### config.mk
export PLATFORM = sky130hd
export DESIGN_NAME = state_burst_gen
export DESIGN_NICKNAME = d
export VERILOG_FILES = /design/src/rtl/state_burst_gen.sv
export SDC_FILE = /design/constraint.sdc
export NUM_CORES = 1
export LEC_CHECK = 0
export CAP_MARGIN = 0
export CORE_MARGIN = 2
export CORE_UTILIZATION = 40
export DETAILED_ROUTE_END_ITERATION = 12
export PLACE_DENSITY = 0.58
export SETUP_SLACK_MARGIN = 0.2
export SLEW_MARGIN = 5
export SYNTH_ARGS = -nofsm -noshare
export SYNTH_HDL_FRONTEND = slang
export SYNTH_SLANG_ARGS = --single-unit
### constraint.sdc
create_clock -name clock -period 2 [get_ports clock]
set_input_delay 0.2 -clock clock [delete_from_list [all_inputs] [get_ports clock]]
set_output_delay 0.2 -clock clock [all_outputs]
set_load 0.005 [all_outputs]
### src/rtl/state_burst_gen.sv
// Burst source: on start, streams cfg_len beats over valid/ready, then pulses done.
// Stall timeout pulses err, and abort returns to IDLE at any time.
module state_burst_gen #(
    parameter int DSIZE   = 8,
    parameter int LEN_W   = 8,
    parameter int TIMEOUT = 255
) (
    input  logic             clock,
    input  logic             rst_n,
    input  logic             start,
    input  logic             abort,
    input  logic [LEN_W-1:0] cfg_len,
    input  logic [DSIZE-1:0] cfg_seed,
    input  logic             cfg_mode,
    output logic             out_valid,
    input  logic             out_ready,
    output logic [DSIZE-1:0] out_data,
    output logic             out_last,
    output logic             busy,
    output logic             done,
    output logic             err
);

    localparam int ST_W = $clog2(TIMEOUT + 1);

    typedef enum logic [1:0] {
        IDLE = 2'd0,
        EXEC = 2'd1,
        DONE = 2'd2,
        ERR  = 2'd3
    } state_t;

    state_t state_q, state_d;

    logic [LEN_W-1:0] len_q, len_d;
    logic             mode_q, mode_d;
    logic [LEN_W-1:0] beat_q, beat_d;
    logic [ST_W-1:0]  stall_q, stall_d;
    logic             valid_q, valid_d;
    logic [DSIZE-1:0] data_q, data_d;
    logic             last_q, last_d;
    logic             busy_q, busy_d;
    logic             done_q, done_d;
    logic             err_q, err_d;

    logic xfer;
    logic stall_hit;

    assign xfer      = valid_q & out_ready;
    assign stall_hit = valid_q & ~out_ready & (stall_q == ST_W'(TIMEOUT - 1));

    always_ff @(posedge clock or negedge rst_n) begin
        if (!rst_n) begin
            state_q <= IDLE;
        end else begin
            state_q <= state_d;
        end
    end

    always_comb begin
        state_d = state_q;
        if (abort) begin
            state_d = IDLE;
        end else begin
            unique case (state_q)
                IDLE: begin
                    if (start) begin
                        state_d = (cfg_len == '0) ? DONE : EXEC;
                    end
                end
                EXEC: begin
                    if (xfer && last_q) begin
                        state_d = DONE;
                    end else if (stall_hit) begin
                        state_d = ERR;
                    end
                end
                DONE:    state_d = IDLE;
                ERR:     state_d = IDLE;
                default: state_d = IDLE;
            endcase
        end
    end

    always_comb begin
        len_d   = len_q;
        mode_d  = mode_q;
        beat_d  = beat_q;
        stall_d = stall_q;
        valid_d = valid_q;
        data_d  = data_q;
        last_d  = last_q;
        if (abort) begin
            beat_d  = '0;
            stall_d = '0;
            valid_d = 1'b0;
            last_d  = 1'b0;
        end else begin
            unique case (state_q)
                IDLE: begin
                    if (start) begin
                        len_d   = cfg_len;
                        mode_d  = cfg_mode;
                        data_d  = cfg_seed;
                        beat_d  = '0;
                        stall_d = '0;
                        valid_d = (cfg_len != '0);
                        last_d  = (cfg_len == LEN_W'(1));
                    end
                end
                EXEC: begin
                    if (xfer) begin
                        stall_d = '0;
                        beat_d  = beat_q + LEN_W'(1);
                        if (last_q) begin
                            valid_d = 1'b0;
                            last_d  = 1'b0;
                        end else begin
                            data_d = mode_q ? data_q + DSIZE'(1) : data_q;
                            // next beat is final when two beats beyond beat_q reach len
                            last_d = ({1'b0, beat_q} + (LEN_W+1)'(2))
                                     == {1'b0, len_q};
                        end
                    end else if (stall_hit) begin
                        stall_d = '0;
                        valid_d = 1'b0;
                        last_d  = 1'b0;
                    end else begin
                        stall_d = stall_q + ST_W'(1);
                    end
                end
                default: begin
                    stall_d = '0;
                end
            endcase
        end
        busy_d = (state_d != IDLE);
        done_d = (state_q == DONE) & ~abort;
        err_d  = (state_q == ERR) & ~abort;
    end

    always_ff @(posedge clock or negedge rst_n) begin
        if (!rst_n) begin
            len_q   <= '0;
            mode_q  <= 1'b0;
            beat_q  <= '0;
            stall_q <= '0;
            valid_q <= 1'b0;
            data_q  <= '0;
            last_q  <= 1'b0;
            busy_q  <= 1'b0;
            done_q  <= 1'b0;
            err_q   <= 1'b0;
        end else begin
            len_q   <= len_d;
            mode_q  <= mode_d;
            beat_q  <= beat_d;
            stall_q <= stall_d;
            valid_q <= valid_d;
            data_q  <= data_d;
            last_q  <= last_d;
            busy_q  <= busy_d;
            done_q  <= done_d;
            err_q   <= err_d;
        end
    end

    assign out_valid = valid_q;
    assign out_data  = data_q;
    assign out_last  = last_q;
    assign busy      = busy_q;
    assign done      = done_q;
    assign err       = err_q;

endmodule

* Word level (Yosys, flattened, before mapping)
Cells that the tools add are included.
** Word-level totals
- Register bits :: 40
- Bits of input ports :: 22
- Output and inout bits :: 13
- Word-level logic and storage cells :: 79
** Operators by class
- Add/sub/neg operators :: 4
- Equality and inequality tests :: 14
- Muxes and demuxes :: 30
- Bitwise operators :: 7
- Reductions and logical operators :: 13
** Operators by type and width (number)
- $mux W8 :: 10
- $pmux W8 S2 :: 3
- $add A8 B1 Y8 const B :: 3
- $mux W2 :: 5
- $add A8 B2 Y9 const B :: 1
- $eq A9 B8 Y1 :: 1
- $mux W1 :: 9
- $reduce_and A3 Y1 :: 3
- $eq A8 B1 Y1 const B :: 1
- $eq A8 B8 Y1 const B :: 1
- $logic_not A8 Y1 :: 1
- $ne A2 B2 Y1 const B :: 4
- $ne A4 B4 Y1 const B :: 2
- $reduce_bool A8 Y1 :: 1
- $ne A3 B3 Y1 const B :: 2
- $pmux W2 S3 :: 1
- $reduce_and A6 Y1 :: 1
- $and A1 B1 Y1 :: 5
- $eq A2 B2 Y1 const B :: 2
- $pmux W1 S2 :: 2
- $reduce_and A4 Y1 :: 1
- $reduce_bool A2 Y1 :: 2
- $reduce_bool A3 Y1 :: 1
- $eq A2 B1 Y1 const B :: 1
- other kinds (4) :: 5

* Longest topological paths before layout
- Depth in word-level cells :: 8
- Gate-level depth with buffers :: 8
- Gate-level depth less buffers :: 7

* Worst setup path after synthesis
No wires, ideal clock.
- Path kind :: register -> register
- From :: register state_q[1]
- To :: register len_q[0]
- Library setup time :: 0.125 ns
- Arrival :: 1.528 ns
- Data required time :: 1.875 ns
- Path slack :: 0.348 ns
- Cell stages (with the launch flop) :: 7
- Buffers on the path :: 3
- Period minus slack after synthesis :: 1.652 ns
- Cells stage by stage :: dfrtp_1 buf_2 nor3_1 and2_1 clkbuf_1 buf_4 mux2_2
** Between the ends
- Word-level cells in the longest chain between the ends :: 2
** RTL lines
- start, declared :: line 33 : state_t state_q, state_d;
- start signal, assigned :: line 56 : state_q <= state_d;
- $logic_not A2 Y1 :: line 99 : unique case (state_q)
- $reduce_and A3 Y1 (no source line)
- end signal, assigned :: line 155 : len_q <= len_d;
- end, declared :: line 35 : logic [LEN_W-1:0] len_q, len_d;
Every way passes these cells.
A chain may end at the register's enable or synchronous reset.

* Worst setup path in the final report
- From :: register state_q[1]
- To :: register last_q (netlist: out_last)
** Between the ends
- Word-level cells in the longest chain between the ends :: 3
- Elaborated cells on any way between the ends :: 8
- Classes of those cells :: 3 x eq/ne; 2 x mux; 3 x reduce/logical
** RTL lines
- $eq A2 B1 Y1 or $logic_not A2 Y1 (tied branches) :: line 99
- $ne A4 B4 Y1 (no source line), or another cell as far along
- $reduce_and A3 Y1 (no source line) or $mux W1 (tied branches)
- end signal, assigned :: line 161 : last_q <= last_d;
- end, declared :: line 41 : logic last_q, last_d;
Parallel ways exist; a longest one is shown, timed or not.

==> run_results.csv <==
group,metric,value,unit
final_layout,mostFrequentLayoutCells,"dfrtp_1, clkdlybuf4s50_1, nand2_1",
setup_path,path_max_fanout,11,
die,die-area,0.00636,mm^2
setup_path,r2r_slack,0.27,ns
final_layout,syn_to_final_growth,26.6,%
sta,fin_crit_sh,86.3,%
synth,synthTopCellsByArea,"dfrtp_1, a21oi_1, nand2_1, o21ai_0, mux2_2",
clock_tree,cts-htree-levels,2,
flow_run,drv_cap,0,
power_and_ir_drop,comb_power_share,25.2,%
synth,netlist_instances,254,
power_and_ir_drop,power_density,840,mW/mm^2
setup_path,path_cells,"nand2b_1 > nor4_1 > o311ai_0 > a211oi_1 > a21o_1",
place,place_congestion,0.792,
setup_path,cp.arrival,1.97,ns
final_layout,layout_commonest_cell,"dfrtp_1",
clock_tree,cts.sinks,40,
route,wirelength,5.20,mm
setup_path,crit_slowest_cell,"dfrtp_1",
clock_tree,root_buffer,"clkbuf_8",
global_routing,antenna_found_initial,0,
global_routing,grt_start_max_net_pins,41,
power_and_ir_drop,p_sw_share,28.0,%
setup_path,critPathMaxStageDelay,0.51,ns
setup_path,worstSetupPathType,"flip-flop to flip-flop",
power_and_ir_drop,clock_power_share,32.0,%
setup_path,path_delay_family,"compound AO/OA/AOI/OAI gates",
die,ios,35,
place,numPortBuffers,34,
die,die_h,79.8,um
synth,synth_warnings,0,
synth,syn-cell-area,0.00230,mm^2
route,vias_per_cell,5.37,
sta,maxSlewViolCount,0,
place,dp_hpwl,3.74,mm
synth,synth_top_cell_area_share,43.6,%
synth,synthesis.nets,281,
route,drc,0,
die,rows,27,
place,dp_cells,358,
worst_hold_path,min_path_type,"input pin to flip-flop",
global_routing,grt_use_total,17.5,%
synth,ys_types,52,
setup_path,critPathCaptureType,"flip-flop",
sta,worst_slew_pin_slew,0.519,ns
place,post-place-ws,0.0730,ns
place,dpl_cell_area,0.00275,mm^2
power_and_ir_drop,net-switching-power,684,uW
clock_tree,clk_pin_slew_worst_paths,0.08,ns
final_layout,fill_cells,557,
clock_tree,clk_latency,0.29,ns
sta,fin_skew,0.00316,ns
synth,syn_avg_cell_area,9.04,um^2
sta,hold_viol_final,0,
sta,slew_headroom,65.4,%
sta,finalSetupTns,0,ns
die,start_util,41.4,%
global_routing,grt_pass1_vias,1762,
final_layout,drive_above_1_share,15.5,%
final_layout,instances_no_fill,368,
synth,async_reset_ff_share,100,%
synth,synth_edf_count,0,
final_layout,antenna_cells,0,
setup_path,startpoint_type,"flip-flop",
synth,ys_seq_area_share,43.6,%
global_routing,grt_pass1_wl,8.57,mm
route,vias,1975,
global_routing,grt-ovfl-total,0,
route,drt_first_pass_iters,4,
power_and_ir_drop,p_int,1760,uW
route,drtIter0Drc,81,
die,dieWidth,79.8,um
clock_tree,cts_tree,"yes",
route,post_drt_wl_per_cell,14.1,um
final_layout,num-nets-final,323,
final_layout,ff_latch_area,0.00100,mm^2
power_and_ir_drop,peakVddDrop,0.374,mV
sta,setup_viol,0,
synth,yosysTopAreaCell,"dfrtp_1",
power_and_ir_drop,p_seq_share,42.8,%
sta,fmax,0.579,GHz
sta,grt_setup_unrepaired,"true",
outcome,run_status,"finished clean",
setup_path,worst_ep_required_time,2.24,ns
final_layout,multiInputGateArea,0.00120,mm^2
sta,period_minus_slack,1.73,ns
power_and_ir_drop,p_leak,0.00117,uW
route,ant_nets,0,
synth,synth_flop_cell,"dfrtp_1",
synth,ys_seq_elements,40,
final_layout,fin_area,0.00291,mm^2
clock_tree,cts_buffers,5,
setup_path,path_buf_inv,0,
clock_tree,clockBufferDepth,2,
die,coreArea,0.00554,mm^2
sta,layout_setup_ws,0.273,ns
==> final cells by class <==
| class | instances | area share [%] |
|---|---|---|
| well taps | 72 | 3.10 |
| multi-input cells | 193 | 41.2 |
| clock inverters | 2 | 2.07 |
| repair buffers | 49 | 15.9 |
| clock buffers | 5 | 2.37 |
| flip-flops and latches | 40 | 34.5 |
| inverters | 7 | 0.904 |
==> cells by family after synthesis <==
logic type / count (synthesis) / synth area share (%)
AND/OR/NAND/NOR: 101 / 22.7
AO/OA/AOI/OAI: 70 / 18.9
flip-flops: 40 / 43.6
buffers and inverters: 21 / 4.52
multiplexers: 10 / 4.85
XOR/XNOR: 7 / 2.67
adder cells (fa/ha/maj): 5 / 2.72
==> layer usage <==
metal / GRT usage [%] / up-vias / share of wire (%)
li1: - / 993 / -
met1: 24.0 / 939 / 50
met2: 27.2 / 37 / 45
met3: 4.19 / 6 / 4.2
met4: 5.93 / 0 / 1.2
met5: 0 / - / 0
==> stage by stage <==
step / total power (uW) / utilization (%) / hold slack (ns)
2_1_floorplan: 1390 / - / -0.0956
3_3_place_gp: 1670 / 49.6 / 0.302
3_5_place_dp: 1680 / 49.6 / 0.304
4_1_cts: 2470 / 52.1 / 0.459
5_1_grt: 2580 / 52.5 / 0.473
6_report: 2440 / 52.5 / 0.460
==> final timing paths <==
path	from	cells after the start	to
max in group asynchronous	rst_n	3	stall_q[0]
min	cfg_seed[0]	3	out_data[0]
max	state_q[1]	5	out_last
max reg2reg	state_q[1]	5	out_last
min in group asynchronous	rst_n	3	stall_q[1]
min reg2reg	mode_q	1	mode_q
==> power groups by stage <==
stage | logic, uW | clock network [uW] | registers (uW)
floorplan | 346 | 0 | 1040
global placement | 605 | 0 | 1070
detailed placement | 616 | 0 | 1070
CTS | 620 | 798 | 1050
global route | 683 | 829 | 1070
finish | 616 | 783 | 1040
==> worst reg2reg max path: cells and delay by family, from the launching register on <==
family / cells / cell delay (ns)
flip-flops: 1 / 0.51
AND/OR/NAND/NOR: 2 / 0.52
AO/OA/AOI/OAI: 3 / 0.64
==> state kept, by name (all words and copies together) (netlist names) <==
| name | cells |
|---|---|
| out_valid | 1 |
| err | 1 |
| len_q | 8 |
| out_last | 1 |
| busy | 1 |
| done | 1 |
| mode_q | 1 |
| out_data | 8 |
| beat_q | 8 |
| stall_q | 8 |
| state_q | 2 |
==> cell usage after synthesis (2+ instances only) <==
master,n
nor2_1,19
xnor2_1,5
xor2_1,2
nand2b_1,4
nor4_1,4
nand3_1,15
a311oi_1,2
ha_1,5
mux2_2,9
or2_2,2
nor3_1,6
o22ai_1,3
nand2_1,29
nor3b_1,2
nand4_1,2
a21oi_1,23
buf_2,5
a22o_1,2
dfrtp_1,40
or3_1,5
a21o_1,5
a21oi_2,2
nand4b_1,2
inv_1,7
o21ai_0,21
clkbuf_1,6
buf_6,2
==> what timing repair did <==
action / CTS / global route
setup buffers: 0 / 2
hold buffers: 1 / 0
resized for setup: 0 / 4
setup endpoints to repair: 0 / 17
hold endpoints to repair: 40 / 0
Note: power is estimated with default switching activity, not from simulation.
